**src/rtl/cofi_multi.sv**
```systemverilog
// cofi_multi: horizontal colour blender for RGB video, fixed two-stage latency.
// Stage 1 holds the centre pixel C, stage 2 holds the previous pixel P, and the
// live input acts as the next pixel N. Blanked neighbours are replaced by C so
// blends never reach across a blanking edge.
module cofi_multi #(
  parameter int DW     = 8,
  parameter int MODE_W = 2
) (
  input  logic              clk,
  input  logic              reset_n,
  input  logic              pix_ce,
  input  logic [MODE_W-1:0] mode,
  input  logic              hblank,
  input  logic              vblank,
  input  logic              hs,
  input  logic              vs,
  input  logic [DW-1:0]     red,
  input  logic [DW-1:0]     green,
  input  logic [DW-1:0]     blue,
  output logic              hblank_out,
  output logic              vblank_out,
  output logic              hs_out,
  output logic              vs_out,
  output logic [DW-1:0]     red_out,
  output logic [DW-1:0]     green_out,
  output logic [DW-1:0]     blue_out,
  output logic [MODE_W-1:0] mode_active
);

  localparam logic [DW+1:0]     RND1    = (DW+2)'(1);
  localparam logic [DW+1:0]     RND2    = (DW+2)'(2);
  localparam logic [MODE_W-1:0] M_AVG   = MODE_W'(1);
  localparam logic [MODE_W-1:0] M_SMEAR = MODE_W'(2);
  localparam logic [MODE_W-1:0] M_TRAIL = MODE_W'(3);

  logic [DW-1:0] c_r, c_g, c_b;
  logic [DW-1:0] p_r, p_g, p_b;
  logic          c_hs, c_vs, c_hb, c_vb;
  logic          p_blank;
  logic          c_blank, n_blank;
  logic [DW-1:0] f_r, f_g, f_b;

  assign c_blank = c_hb | c_vb;
  assign n_blank = hblank | vblank;

  // Sums are held in DW+2 bits; the worst case 4*(2^DW-1)+2 fits, and the
  // rounded result of an all-max neighbourhood is exactly 2^DW-1.
  function automatic logic [DW-1:0] blend(
    input logic [DW-1:0]     p,
    input logic [DW-1:0]     c,
    input logic [DW-1:0]     n,
    input logic              p_blk,
    input logic              c_blk,
    input logic              n_blk,
    input logic [MODE_W-1:0] m
  );
    logic [DW+1:0] pe, ce, ne, sum;
    logic [DW-1:0] res;
    pe  = p_blk ? {2'b00, c} : {2'b00, p};
    ce  = {2'b00, c};
    ne  = n_blk ? {2'b00, c} : {2'b00, n};
    sum = '0;
    res = c;
    if (!c_blk) begin
      case (m)
        M_AVG: begin
          sum = pe + ce + RND1;
          res = sum[DW:1];
        end
        M_SMEAR: begin
          sum = pe + (ce << 1) + ne + RND2;
          res = sum[DW+1:2];
        end
        M_TRAIL: begin
          sum = pe + (ce << 1) + ce + RND2;
          res = sum[DW+1:2];
        end
        default: res = c;
      endcase
    end
    return res;
  endfunction

  // Blend each channel of the centre pixel with its neighbours.
  always_comb begin
    f_r = blend(p_r, c_r, red,   p_blank, c_blank, n_blank, mode_active);
    f_g = blend(p_g, c_g, green, p_blank, c_blank, n_blank, mode_active);
    f_b = blend(p_b, c_b, blue,  p_blank, c_blank, n_blank, mode_active);
  end

  // Stage 1: capture the incoming pixel and its sync/blank flags as C.
  always_ff @(posedge clk) begin
    if (!reset_n) begin
      c_r  <= '0;
      c_g  <= '0;
      c_b  <= '0;
      c_hs <= 1'b0;
      c_vs <= 1'b0;
      c_hb <= 1'b1;
      c_vb <= 1'b1;
    end else if (pix_ce) begin
      c_r  <= red;
      c_g  <= green;
      c_b  <= blue;
      c_hs <= hs;
      c_vs <= vs;
      c_hb <= hblank;
      c_vb <= vblank;
    end
  end

  // Stage 2: shift C into P; only its colour and blank state are needed.
  always_ff @(posedge clk) begin
    if (!reset_n) begin
      p_r     <= '0;
      p_g     <= '0;
      p_b     <= '0;
      p_blank <= 1'b1;
    end else if (pix_ce) begin
      p_r     <= c_r;
      p_g     <= c_g;
      p_b     <= c_b;
      p_blank <= c_blank;
    end
  end

  // Output register: filtered colour plus C's flags, keeping sync aligned.
  always_ff @(posedge clk) begin
    if (!reset_n) begin
      red_out    <= '0;
      green_out  <= '0;
      blue_out   <= '0;
      hs_out     <= 1'b0;
      vs_out     <= 1'b0;
      hblank_out <= 1'b1;
      vblank_out <= 1'b1;
    end else if (pix_ce) begin
      red_out    <= f_r;
      green_out  <= f_g;
      blue_out   <= f_b;
      hs_out     <= c_hs;
      vs_out     <= c_vs;
      hblank_out <= c_hb;
      vblank_out <= c_vb;
    end
  end

  // Accept a new mode only at the start of vertical blank.
  always_ff @(posedge clk) begin
    if (!reset_n) begin
      mode_active <= '0;
    end else if (pix_ce && vblank && !c_vb) begin
      mode_active <= mode;
    end
  end

endmodule

```
**config.mk**
```make
export PLATFORM = sky130hd
export DESIGN_NAME = cofi_multi
export DESIGN_NICKNAME = d
export VERILOG_FILES = /design/src/rtl/cofi_multi.sv
export SDC_FILE = /design/constraint.sdc
export NUM_CORES = 1
export LEC_CHECK = 0
export BUFFER_PORTS_ARGS = -buffer_cell sky130_fd_sc_hd__buf_2
export CAP_MARGIN = 30
export CELL_PAD_IN_SITES_DETAIL_PLACEMENT = 1
export CELL_PAD_IN_SITES_GLOBAL_PLACEMENT = 2
export CORE_UTILIZATION = 42
export DETAILED_ROUTE_END_ITERATION = 8
export GPL_TIMING_DRIVEN = 0
export PLACE_DENSITY_LB_ADDON = 0.1
export SETUP_SLACK_MARGIN = 0.1
export SLEW_MARGIN = 10
export SYNTH_ARGS = -nofsm -noshare
export SYNTH_HDL_FRONTEND = slang
export SYNTH_SLANG_ARGS = --single-unit
export TNS_END_PERCENT = 50
```
**constraint.sdc**
```tcl
create_clock -name clk -period 6.28 [get_ports clk]
set_input_delay 0.314 -clock clk [delete_from_list [all_inputs] [get_ports clk]]
set_output_delay 0.314 -clock clk [all_outputs]
set_load 0.05 [all_outputs]
```
* After elaboration in Yosys (flattened, before gate mapping)
Index checks and enable logic that the tools add are counted.
Storage, ports and cells: bits in registers 83, logic and storage cells 60, bits of input ports 33
Cells by class: mux-type cells 12, reductions and logical operators 3, $add $sub $neg 21, equality and inequality tests 3, bitwise logic cells 2
Operator list (number):
- $mux W8 | 9
- $pmux W8 S3 | 3
- $add A10 B2 Y10 const B | 6
- $add A10 B8 Y10 | 6
- $add A8 B9 Y10 | 3
- $add A8 B8 Y9 | 3
- $add A9 B1 Y9 const B | 3
- $eq A2 B2 Y1 const B | 2
- $eq A2 B1 Y1 const B | 1
- $logic_and A1 B1 Y1 | 2
- $or A1 B1 Y1 | 2
- $logic_not A1 Y1 | 1

* Longest topological paths before layout
depth after elaboration 6, gate-level depth with buffers 20, mapped depth without buffers 18

* Least setup slack after synthesis
OpenSTA, ideal clock, no wires.
kind reg2reg, from register p_blank, to register blue_out[6], cell stages (with the launch flop) 19, path buffers 2, arrival time 4145 ps, slack 2009 ps, path through dfxtp_1 > buf_6 > clkbuf_1 > mux2i_1 > inv_1 > ha_1 > fa_1 > a21o_1 > a21oi_1 > o21bai_1 > a21oi_1 > xnor2_1 > ha_1 > ha_1 > or4_1 > o22ai_1 > xnor2_1 > a221oi_2 > a21oi_2
On the way: longest elaborated chain between the ends 6, elaborated cells between the ends (all ways) 10
RTL lines:
- start: declaration | RTL line 39 | logic p_blank;
- start signal: assignment | RTL line 123 | p_blank <= c_blank;
- $mux W8 (*) | RTL line 59 | pe = p_blk ? {2'b00, c} : {2'b00, p};
- $add A8 B9 Y10 | RTL line 71, 75
- $add A10 B8 Y10 (on tied branches) | RTL line 75, 71
- $add A10 B2 Y10 (on tied branches) | RTL line 75, 71
- $pmux W8 S3 (*) | RTL line 65 | case (m)
- $mux W8 (*) | RTL line 64 | if (!c_blk) begin
- end signal: assignment | RTL line 132 | blue_out <= '0;
- end signal: assignment | RTL line 140 | blue_out <= f_b;
- end: declaration | RTL line 26 | output logic [DW-1:0] blue_out,
Every way passes the cells marked *; elsewhere a longest branch is shown, timed or not. A chain may end at the register's enable or synchronous reset.

* Worst setup path after layout
Same ends and word-level chain as after synthesis.

==> results.toml <==
[floorplanning]
initial_core_util_pct = 42.7
core_area_um2 = 19500
die_x_um = 143
rows = 51
dieArea_um2 = 20400
dieHeight_um = 143
io_pins = 63

[route]
met2_wirelength_um = 12500
num_vias = 7263
ant_nets = 0
drt-pass1-iter-count = 5
wl_met1_um = 13900
drt-initial-drc-count = 392
highest_layer = "met4"
wirelength_um = 27800
wl_per_cell_um = 21.8
route.met3.wl_um = 820
drc = 0
avgViaCountPerCell = 5.71

[clock_network]
cts_hold_repair.buffers = 0
clkTransAtPathRegs_ns = 0.07
clk_latency_ns = 0.36
cts.sink_count = 83
htreeDepth = 3
cts_tree = "yes"
cts_resized = 0
clockBufferDepth = 2
root_buffer = "clkbuf_16"
cts_setup_buffers = 0
cts_made_buffers = 9

[critical_path]
start_kind = "register"
cp.arrival_ns = 5.62
endpoint_kind = "register"
crit_slowest_cell = "clkbuf_1"
worstSetupPathType = "register to register"
cp_common_cell = "ha_1"
rr_worst_depth = 18
max_stage_delay_ns = 0.78
path_cells = "buf_6 > clkbuf_1 > mux2i_1 > inv_1 > ha_1 > fa_1 > a21o_1 > a21oi_1 > o21bai_1 > a21oi_1 > xnor2_1 > ha_1 > ha_1 > or4_1 > o22ai_1 > xnor2_1 > a221oi_2 > a21oi_2"
worstPathRequired_ns = 6.52
crit_fanout = 10

[run]
cap_violations = 0

[grt]
grtUsageTotal_pct = 28.5
overflow = 0
grt_pass1_wl_um = 43000
grt_pass1_vias = 7433
grt_max_degree = 15
antenna_found_initial = 0

[synth]
ys.flop_type = "dfxtp_1"
synth_edf_count = 0
yosysTopAreaCell = "dfxtp_1"
async_flop_share_pct = 0
synth-seq-cells = 83
yosysSeqAreaShare_pct = 20.0
synth_top_area_share_pct = 20.0
syn-num-nets = 1096
synthTopCellsByArea = "dfxtp_1, ha_1, mux2i_1"
syn_avg_cell_area_um2 = 8.99
synth_cell_types = 73
netlist_area_um2 = 8320
ys_warn_count = 0
synthCells = 925

[min_path]
min_path_type = "input pin to register"
hold_depth = 3

[pwr]
power.internal_uw = 1130
powerDensity_nw_per_um2 = 196
sw_frac_of_total_pct = 38.0
combinationalPowerShare_pct = 38.5
p_clk_share_pct = 29.3
switching_power_uw = 693
ir_drop_v = 0.000131
pwr-share-seq_pct = 32.2
power_uw = 1820
leakage_uw = 0.00444

[sta]
tightest_slew_ns = 1.05
setup_violations = 0
hold_violations = 0
rsz0062_at_grt = "no"
finalSetupTns_ns = 0
period_minus_slack_ns = 5.37
skew_ns = 0.00808
slew_headroom_pct = 29.6
fin_hold_ws_ns = 0.219
fmax_mhz = 186
maxSlewViolCount = 0
fin_crit_sh_pct = 85.6

[placed_design]
dp_hpwl_um = 21600
place.gp.congestion = 0.829
port_buffers = 61

[cells_and_area]
fin_nets = 1172
area_delta_synth_final_pct = 11.6
nFillCells = 2311
layout.area.seq_um2 = 1660
multi_input_area_um2 = 6350
drive_gt1_share_pct = 16.0
antenna_cells = 0

[run_status]
outcome = "complete, no violations"
-- synthesized netlist by cell type, types with 4 or more instances --
cell and instances:
o31ai_1 11, dfxtp_1 83, mux2_2 39, nand3_1 8, nand2_1 51, buf_1 12, a221oi_1 4, a21oi_2 4
o21a_1 17, a22oi_1 4, nor3_1 16, nor2_1 39, o21bai_1 11, a21oi_1 58, clkbuf_1 20, or4_1 5
xor2_1 24, nand2b_1 6, buf_2 7, a221o_1 6, o21ai_1 10, a211oi_1 8, mux2i_1 62, or3_1 6
o21ai_0 27, inv_1 26, fa_1 12, a21boi_0 9, ha_1 126, a31oi_1 6, a21o_1 26, xnor2_1 43
nor2b_1 65, o211ai_1 17
-- sequential cells by signal (all words and copies together) (netlist names), 8 cells and up --
| register | flops |
|---|---|
| p_g | 8 |
| c_r | 8 |
| c_b | 8 |
| c_g | 8 |
| p_b | 8 |
| blue_out | 8 |
| red_out | 8 |
| p_r | 8 |
| green_out | 8 |
-- worst paths after layout --
kind,from,end,slack [ns]
worst max-delay path,p_blank$_SDFFE_PN1P_,blue_out[6]$_SDFFE_PN0P_,0.91
worst min-delay path,vs,c_vs$_SDFFE_PN0P_,0.22
worst min register to register,red_out[2]$_SDFFE_PN0P_,red_out[2]$_SDFFE_PN0P_,0.46
worst max register to register,p_blank$_SDFFE_PN1P_,blue_out[6]$_SDFFE_PN0P_,0.91
-- cell families (layout without fill, tap and decap cells) --
logic type,count (synthesis),after routing,share of synthesized area (%)
compound gates,246,246,20.8
flops,83,83,20.0
fa+ha+maj,138,138,21.8
buf+inv,73,154,3.71
xor+xnor,67,67,7.05
mux,101,101,12.7
simple gates,217,217,13.9
-- routing by layer --
metal,vias up,global-route usage [%]
met2,123,46.1
met4,0,8.60
met5,-,0
li1,3536,-
met1,3574,39.9
met3,30,2.48
-- stage by stage --
step / utilization [%] / area, um^2 / cells / setup slack (ns)
after floorplan: - / 8320 / 925 / 2.01
after global placement: 46.0 / 8960 / 1251 / 0.954
after global routing: 47.7 / 9290 / 1271 / 0.644
final: 47.7 / 9290 / 1271 / 0.906
after detailed placement: 46.2 / 8990 / 1254 / 0.950
after CTS: 47.6 / 9270 / 1270 / 0.904
-- worst max-delay path, delay by kind of cell, from the launching register on --
family                   cells  cell delay [ns]
AO/OA/AOI/OAI                7             1.34
adder cells (fa/ha/maj)      4             1.17
buffers and inverters        3             1.12
AND/OR/NAND/NOR              1             0.50
flip-flops                   1             0.42
multiplexers                 1             0.38
XOR/XNOR                     2             0.30
-- area by class of cell --
class                      instances  share of cell area [%]
multi-input combinational        769                    68.4
inverter                          29                    1.17
clock buffer                      10                    2.57
sequential                        83                    17.9
clock inverter                     6                   0.445
tap                              265                    3.57
buffer                            44                    2.16
timing repair buffer              65                    3.81
-- layout by cell type, fill, tap and decap left out, types with 39 or more instances in the layout --
cell type  instances
nor2_1            39
nor2b_1           65
buf_2             68
mux2_2            39
xnor2_1           43
a21oi_1           58
dfxtp_1           83
nand2_1           51
ha_1             126
mux2i_1           62
-- power groups by stage --
stage | registers [uW] | clock network (uW) | logic (uW)
floorplan | 616 | 0 | 494
global placement | 598 | 0 | 682
detailed placement | 599 | 0 | 695
CTS | 587 | 547 | 701
global route | 590 | 561 | 778
finish | 587 | 535 | 702
Power figures use the tool's default switching activity.
